File: src/rtl/imem_loader.sv
// imem_loader: byte-stream writer for the instruction memory.
// Packs four bytes (least-significant byte first) into each 32-bit word and writes
// the words to consecutive word addresses starting at BASE_ADDR. The CPU fetch unit
// is held in reset while a load is in progress and released after the last write.
module imem_loader #(
  parameter int          DEPTH_WORDS = 64,
  parameter logic [31:0] BASE_ADDR   = 32'h0
) (
  input  logic        clock,
  input  logic        reset,
  input  logic        load_start,
  input  logic [15:0] load_len,
  input  logic        byte_valid,
  input  logic [7:0]  byte_data,
  output logic        byte_ready,
  output logic        imem_we,
  output logic [31:0] imem_addr,
  output logic [31:0] imem_wdata,
  output logic        cpu_hold,
  output logic        busy,
  output logic        done,
  output logic        error
);

  typedef enum logic [2:0] {
    S_IDLE,
    S_COLLECT,
    S_WRITE,
    S_DONE,
    S_ERROR
  } state_t;

  // Widened by one bit so the upper-bound compare against a 16-bit length cannot wrap.
  localparam logic [16:0] DEPTH_LIMIT = 17'(DEPTH_WORDS);

  state_t      state;
  state_t      state_next;
  logic [15:0] len;        // word count latched on an accepted load_start
  logic [15:0] word_idx;   // index of the word currently being assembled/written
  logic [1:0]  byte_idx;   // next byte lane to fill within the current word
  logic [31:0] word_buf;   // assembly register for the current word
  logic        start_seen; // load_start arrived in a state that accepts it
  logic        byte_fire;  // a byte is transferred this cycle
  logic        len_bad;
  logic        last_word;

  // A zero-length load or one larger than the memory is rejected outright.
  assign len_bad   = (load_len == 16'd0) || ({1'b0, load_len} > DEPTH_LIMIT);
  assign last_word = (word_idx + 16'd1) == len;

  // State register; reset forces IDLE at once, which drops cpu_hold and every strobe.
  always_ff @(posedge clock or posedge reset) begin
    if (reset) begin
      state <= S_IDLE;
    end else begin
      state <= state_next;
    end
  end

  // Next-state logic and state-decoded outputs.
  always_comb begin
    // NOTE: every signal written here is given a default first, so no path can infer a latch.
    state_next = state;
    start_seen = 1'b0;
    byte_fire  = 1'b0;
    byte_ready = 1'b0;
    imem_we    = 1'b0;
    cpu_hold   = 1'b0;
    busy       = 1'b0;
    done       = 1'b0;
    error      = 1'b0;
    case (state)
      S_IDLE, S_DONE, S_ERROR: begin
        done  = (state == S_DONE);
        error = (state == S_ERROR);
        if (load_start) begin
          start_seen = 1'b1;
          state_next = len_bad ? S_ERROR : S_COLLECT;
        end
      end
      S_COLLECT: begin
        byte_ready = 1'b1;
        cpu_hold   = 1'b1;
        busy       = 1'b1;
        byte_fire  = byte_valid;
        if (byte_valid && (byte_idx == 2'd3)) begin
          state_next = S_WRITE;
        end
      end
      S_WRITE: begin
        imem_we    = 1'b1;
        cpu_hold   = 1'b1;
        busy       = 1'b1;
        state_next = last_word ? S_DONE : S_COLLECT;
      end
      default: begin
        state_next = S_IDLE;
      end
    endcase
  end

  // Length latch, word/byte counters and byte assembly.
  always_ff @(posedge clock or posedge reset) begin
    // NOTE: clocked state uses non-blocking assignments so every register samples pre-edge values.
    if (reset) begin
      len      <= '0;
      word_idx <= '0;
      byte_idx <= '0;
      word_buf <= '0;
    end else if (start_seen) begin
      len      <= load_len;
      word_idx <= '0;
      byte_idx <= '0;
      word_buf <= '0;
    end else if (byte_fire) begin
      word_buf[{byte_idx, 3'b000} +: 8] <= byte_data;
      byte_idx                          <= byte_idx + 2'd1;  // wraps to lane 0 after lane 3
    end else if (imem_we) begin
      word_idx <= word_idx + 16'd1;
    end
  end

  // Address and data come straight from registers that are frozen during WRITE,
  // so they cannot glitch while the strobe is high; they read zero otherwise.
  assign imem_addr  = imem_we ? (BASE_ADDR + {14'd0, word_idx, 2'b00}) : 32'd0;
  assign imem_wdata = imem_we ? word_buf : 32'd0;

endmodule

File: config.mk
export PLATFORM = sky130hd
export DESIGN_NAME = imem_loader
export DESIGN_NICKNAME = d
export VERILOG_FILES = /design/src/rtl/imem_loader.sv
export SDC_FILE = /design/constraint.sdc
export NUM_CORES = 1
export LEC_CHECK = 0
export BUFFER_PORTS_ARGS = -buffer_cell sky130_fd_sc_hd__buf_4
export CORE_ASPECT_RATIO = 0.8
export CORE_MARGIN = 1
export CORE_UTILIZATION = 51
export CTS_BUF_LIST = sky130_fd_sc_hd__clkbuf_2
export DETAILED_ROUTE_END_ITERATION = 10
export HOLD_SLACK_MARGIN = 0.08
export PLACE_DENSITY = 0.74
export SETUP_SLACK_MARGIN = 0.4
export SYNTH_ARGS = -nofsm -noshare
export SYNTH_HDL_FRONTEND = slang
export SYNTH_SLANG_ARGS = --single-unit
File: constraint.sdc
create_clock -name clock -period 2.9 [get_ports clock]
set_input_delay 0.29 -clock clock [delete_from_list [all_inputs] [get_ports clock]]
set_output_delay 0.29 -clock clock [all_outputs]
set_load 0.02 [all_outputs]
=== Yosys cells after proc, flatten, opt, wreduce, memory -nomap -nowiden ===
Index checks and enable logic that the tools add are counted.

* Add/sub/neg operators: 3
* Multipliers: 0
* Divide/modulo/power cells: 0
* $lt $le $gt $ge: 1
* Equality and inequality tests: 9
* Shift operators: 2
* Muxes and demuxes: 23
* Bitwise gates (word level): 0
* Reduce and logical (&&, ||, !) cells: 10

{| class="wikitable"
|+ Operator list
! cell !! number
|-
| 32-bit two-way mux || 3
|-
| 16-bit two-way mux || 3
|-
| 32-bit bitwise mux || 1
|-
| 8-bit by 7-bit variable shift with 32-bit output (first input constant) || 1
|-
| 8-bit by 7-bit indexed part select with 32-bit output || 1
|-
| 18-bit two-way mux || 1
|-
| 16-bit by 1-bit adder with 16-bit output (second input constant) || 1
|-
| 16-bit equality test || 1
|-
| 16-bit by 7-bit > comparator with 1-bit output (second input constant) || 1
|-
| 16-bit zero test || 1
|-
| 3-bit two-way mux || 3
|-
| 3-bit one-hot mux with 3 select lines || 1
|-
| 1-bit two-way mux || 8
|-
| 5-bit negator with 7-bit output || 1
|-
| 3-bit by 2-bit equality test with 1-bit output (second input constant) || 2
|-
| 2-bit two-way mux || 3
|-
| 2-bit != test (second input constant) || 3
|-
| 2-bit AND reduction || 2
|-
| 2-bit nonzero test || 2
|-
| 3-bit by 1-bit equality test with 1-bit output (second input constant) || 1
|-
| 3-bit equality test (second input constant) || 1
|-
| 3-bit zero test || 1
|-
| 3-bit OR reduction || 1
|-
| 2-bit by 1-bit adder with 2-bit output (second input constant) || 1
|-
| 4 further kinds || 4
|}

* Bits in registers: 69
* Bits in latches: 0
* Memory bits (writable): 0
* Bits in read-only memories: 0
* Word-level logic and storage cells: 53
* Memories kept: 0

=== Logic depth before layout (Yosys ltp) ===
* Depth after elaboration: 5
* Depth in mapped cells: 8
* Gate-level depth less buffers: 8

=== Least setup slack after synthesis ===
No wires, ideal clock.

* Path kind: reg2reg
* Start point: reg word_idx[0]
* End point: reg state[1]
* Data arrival time: 2052 ps
* Data required time: 2808 ps
* Slack: 756 ps
* Stages on the path, launching flop included: 8
* Path buffers: 0
* Period minus slack after synthesis: 2144 ps
* Cells stage by stage: dfrtp_1 > ha_1 > and3_1 > and3_1 > a32oi_1 > o211ai_1 > or4_1 > o31ai_2

* Cells in the longest elaborated chain, start to end: 4

{| class="wikitable"
|+ Ends and longest elaborated chain
! what !! RTL line !! RTL
|-
| start, declared || 39 || <nowiki>logic [15:0] word_idx;</nowiki>
|-
| start signal, assigned || 119 || <nowiki>word_idx <= word_idx + 16'd1;</nowiki>
|-
| 16-bit by 1-bit adder with 16-bit output || 49 || <nowiki>assign last_word = (word_idx + 16'd1) == len;</nowiki>
|-
| 16-bit equality test || 49 ||
|-
| 2-bit two-way mux || 94 || <nowiki>state_next = last_word ? S_DONE : S_COLLECT;</nowiki>
|-
| 3-bit one-hot mux with 3 select lines || 72 || <nowiki>case (state)</nowiki>
|-
| end signal, assigned || 56 || <nowiki>state <= state_next;</nowiki>
|-
| end, declared || 36 || <nowiki>state_t state;</nowiki>
|}

No other way between the ends.
A chain may end at the register's enable or synchronous reset.

=== Final worst setup path ===
* Start point: reg word_idx[4]
* End point: reg state[1]

Same word-level chain as after synthesis.

==> out/results.ini <==
[timing]
rsz0062_at_grt=false
hold_viol_final=0
fin_setup_tns_ps=0
whs_ps=398.2
finalCritPeriodShare_pct=82.75
max_freq_ghz=0.4167
setup_viol=0
drv_slew=0
worst_pin_slew_ps=844.6
period_minus_slack_ps=2400
slew_headroom_pct=43.48
skew_ps=31.66
layout_setup_ws_ps=500.2

[worst_setup_path]
cp_max_fo=11
cpPeakStageDelay_ps=690
arrival_ps=2840
critical_path_class=reg2reg
reg2regPathDepth=6
critical_path_required_ps=3340
timing.rr.start=word_idx[4]
start_kind=flop
crit_path_end=state[1]
cp_slowest_cell=nor3_1
critPathLaunch=word_idx[4]
r2r_end=state[1]
critical_path.endpoint_type=flop
path_cells=nand3_1 > nor3_1 > a21oi_1 > o22ai_1 > nand4b_1 > o31ai_2
rrSetupSlack_ps=500

[cells_and_area]
layout_common_cells=buf_4, nand2_1, dfrtp_1
drive_above_1_share_pct=21.99
final_common_cell=buf_4
num-nets-final=561
n_antenna_cell=0
syn_to_final_growth_pct=28.03
final_core_util_pct=69.68

[placed_design]
place.gp.congestion=0.9008
dp_slack_ps=523.7
hpwl_mm=6.878
port_buffers=81

[floorplanning]
row_count=27
ios=98
dieArea_mm2=0.007925
core_area_mm2=0.007094
die_w_um=99.28
initial_core_util_pct=54.43
fp.dieH_um=79.83

[power]
p_per_area_mw_per_mm2=376.4
p_leak_nw=2.426
peakVddDrop_v=0.0002356

[drt]
viasPerCell=5.577
first_iter_violations=189
drt_wl_total_mm=10.16
wire_per_inst_um=16.41
dr.pass1.iters=4
vias=3452
detail_route.drc_violations=0
ant_nets=0

[logic_synthesis]
yosys_warnings=0
ys_seq_elements=69
syn_inst=421
synth-seq-area-share_pct=44.72
ys_types=47
netlist_area_mm2=0.003861
avgSynthCellArea_um2=9.172

[worst_hold_path]
min_path_type=in2async

[cts]
root_buffer=clkbuf_2
cts_tree=done
numCtsBuffers=9
htreeDepth=3
clkLatencyLatePin_ps=520
clock_path_buffers=2
cts.reportedPaths.clkPinSlew_ps=220
clock-sinks=69

[global_routing]
grt_pass1_vias=3181
grt.overflow.total=0
antenna_found_initial=0
grt_pass1_wl_mm=16.03
grt_max_degree=51
grtUsageTotal_pct=26.62

[outcome]
status=finished, final reports clean

[run]
max_cap_viol_count=0

## worst min-delay path by stage
stage	startpoint	endpoint	slack (ps)
finish	reset	word_idx[9]	400
global route	reset	word_buf[8]	410
CTS	reset	word_idx[9]	410
detailed placement	reset	word_buf[0]	430
global placement	reset	word_idx[10]	420
floorplan	load_len[0]	len[0]	400
## per-stage QoR
step / instance area, um2 / power [mW] / instances
CTS: 4928 / 1.863 / 619
global placement: 4487 / 1.200 / 572
finish: 4943 / 1.861 / 619
global route: 4943 / 1.931 / 619
detailed placement: 4487 / 1.203 / 572
floorplan: 3918 / 1.138 / 436
## area by class of cell
class / instances / area [um2]
timing repair buffer: 115 / 955.9
clock inverter: 7 / 90.09
tap: 87 / 108.9
fill: 548 / 2151
multi-input combinational: 324 / 1981
clock buffer: 9 / 45.04
inverter: 8 / 33.78
sequential: 69 / 1729
## routing by layer
metal	share of wire, %	vias up	global-route usage (%)	wire [um]
li1	-	1646	-	-
met1	49	1671	40.45	5005
met2	44	126	38.40	4475
met3	5.9	9	5.342	602
met4	0.70	0	7.059	71
met5	0	-	0	0
## logic make-up (layout without fill, tap and decap cells)
kind of cell / count (synthesis) / in the layout / synth area share, %
compound gates: 89 / 89 / 16.49
flops: 69 / 69 / 44.72
xor+xnor: 24 / 24 / 5.444
buf+inv: 44 / 139 / 6.027
simple gates: 187 / 188 / 25.02
mux: 1 / 1 / 0.2592
other cells: 1 / 16 / 0.09712
fa+ha+maj: 6 / 6 / 1.944
## Yosys cell counts (all sizes together)
library cell | count | share of area (%)
clkbuf | 14 | 1.4
nor2b | 3 | 0.49
and2 | 48 | 7.8
or2 | 1 | 0.16
dfrtp | 69 | 45
nand3 | 15 | 1.9
conb | 1 | 0.097
o31a | 1 | 0.23
or4 | 2 | 0.39
o2bb2ai | 1 | 0.23
xnor2 | 15 | 3.4
and3 | 4 | 0.65
nor3 | 7 | 1.0
inv | 8 | 0.78
buf | 22 | 3.9
a22o | 32 | 7.3
nand2 | 67 | 6.5
o211ai | 1 | 0.19
nand2b | 1 | 0.16
and4b | 1 | 0.26
a21oi | 8 | 1.0
a2111oi | 1 | 0.71
a31oi | 3 | 0.49
nand4 | 3 | 0.49
nor2 | 23 | 2.2
or3 | 1 | 0.29
o21ai | 29 | 3.8
o31ai | 7 | 1.5
o21a | 1 | 0.19
nor4 | 6 | 1.5
mux2i | 1 | 0.26
nand4b | 1 | 0.23
a21o | 1 | 0.19
nor3b | 1 | 0.19
ha | 6 | 1.9
and4 | 3 | 0.68
o22ai | 3 | 0.49
xor2 | 9 | 2.0
a32oi | 1 | 0.23
## flip-flops by register name, indices dropped and copies added, names as in the netlist
register	count
len	16
byte_idx	2
state	3
word_idx	16
word_buf	32
## timing repair
action / 4_1_cts / 5_1_grt
endpoints found under the setup margin: 50 / 1
hold buffers: 27 / 0
pin swaps: 1 / 0
resized for setup: 3 / 2
gates cloned: 1 / 0
setup buffers: 3 / 0
endpoints found under the hold margin: 78 / 0
## power by group
part / leakage (nW) / internal [mW] / switching [mW] / total, mW
clock: 0.0793 / 0.281 / 0.362 / 0.643
combinational: 1.42 / 0.0875 / 0.119 / 0.206
sequential: 0.929 / 0.985 / 0.0271 / 1.01
## critical path: cells and delay by family (launching register included)
family,cells,cell delay (ps)
flip-flops,1,560
AND/OR/NAND/NOR,3,1200
AO/OA/AOI/OAI,3,560
Power figures use the tool's default switching activity.
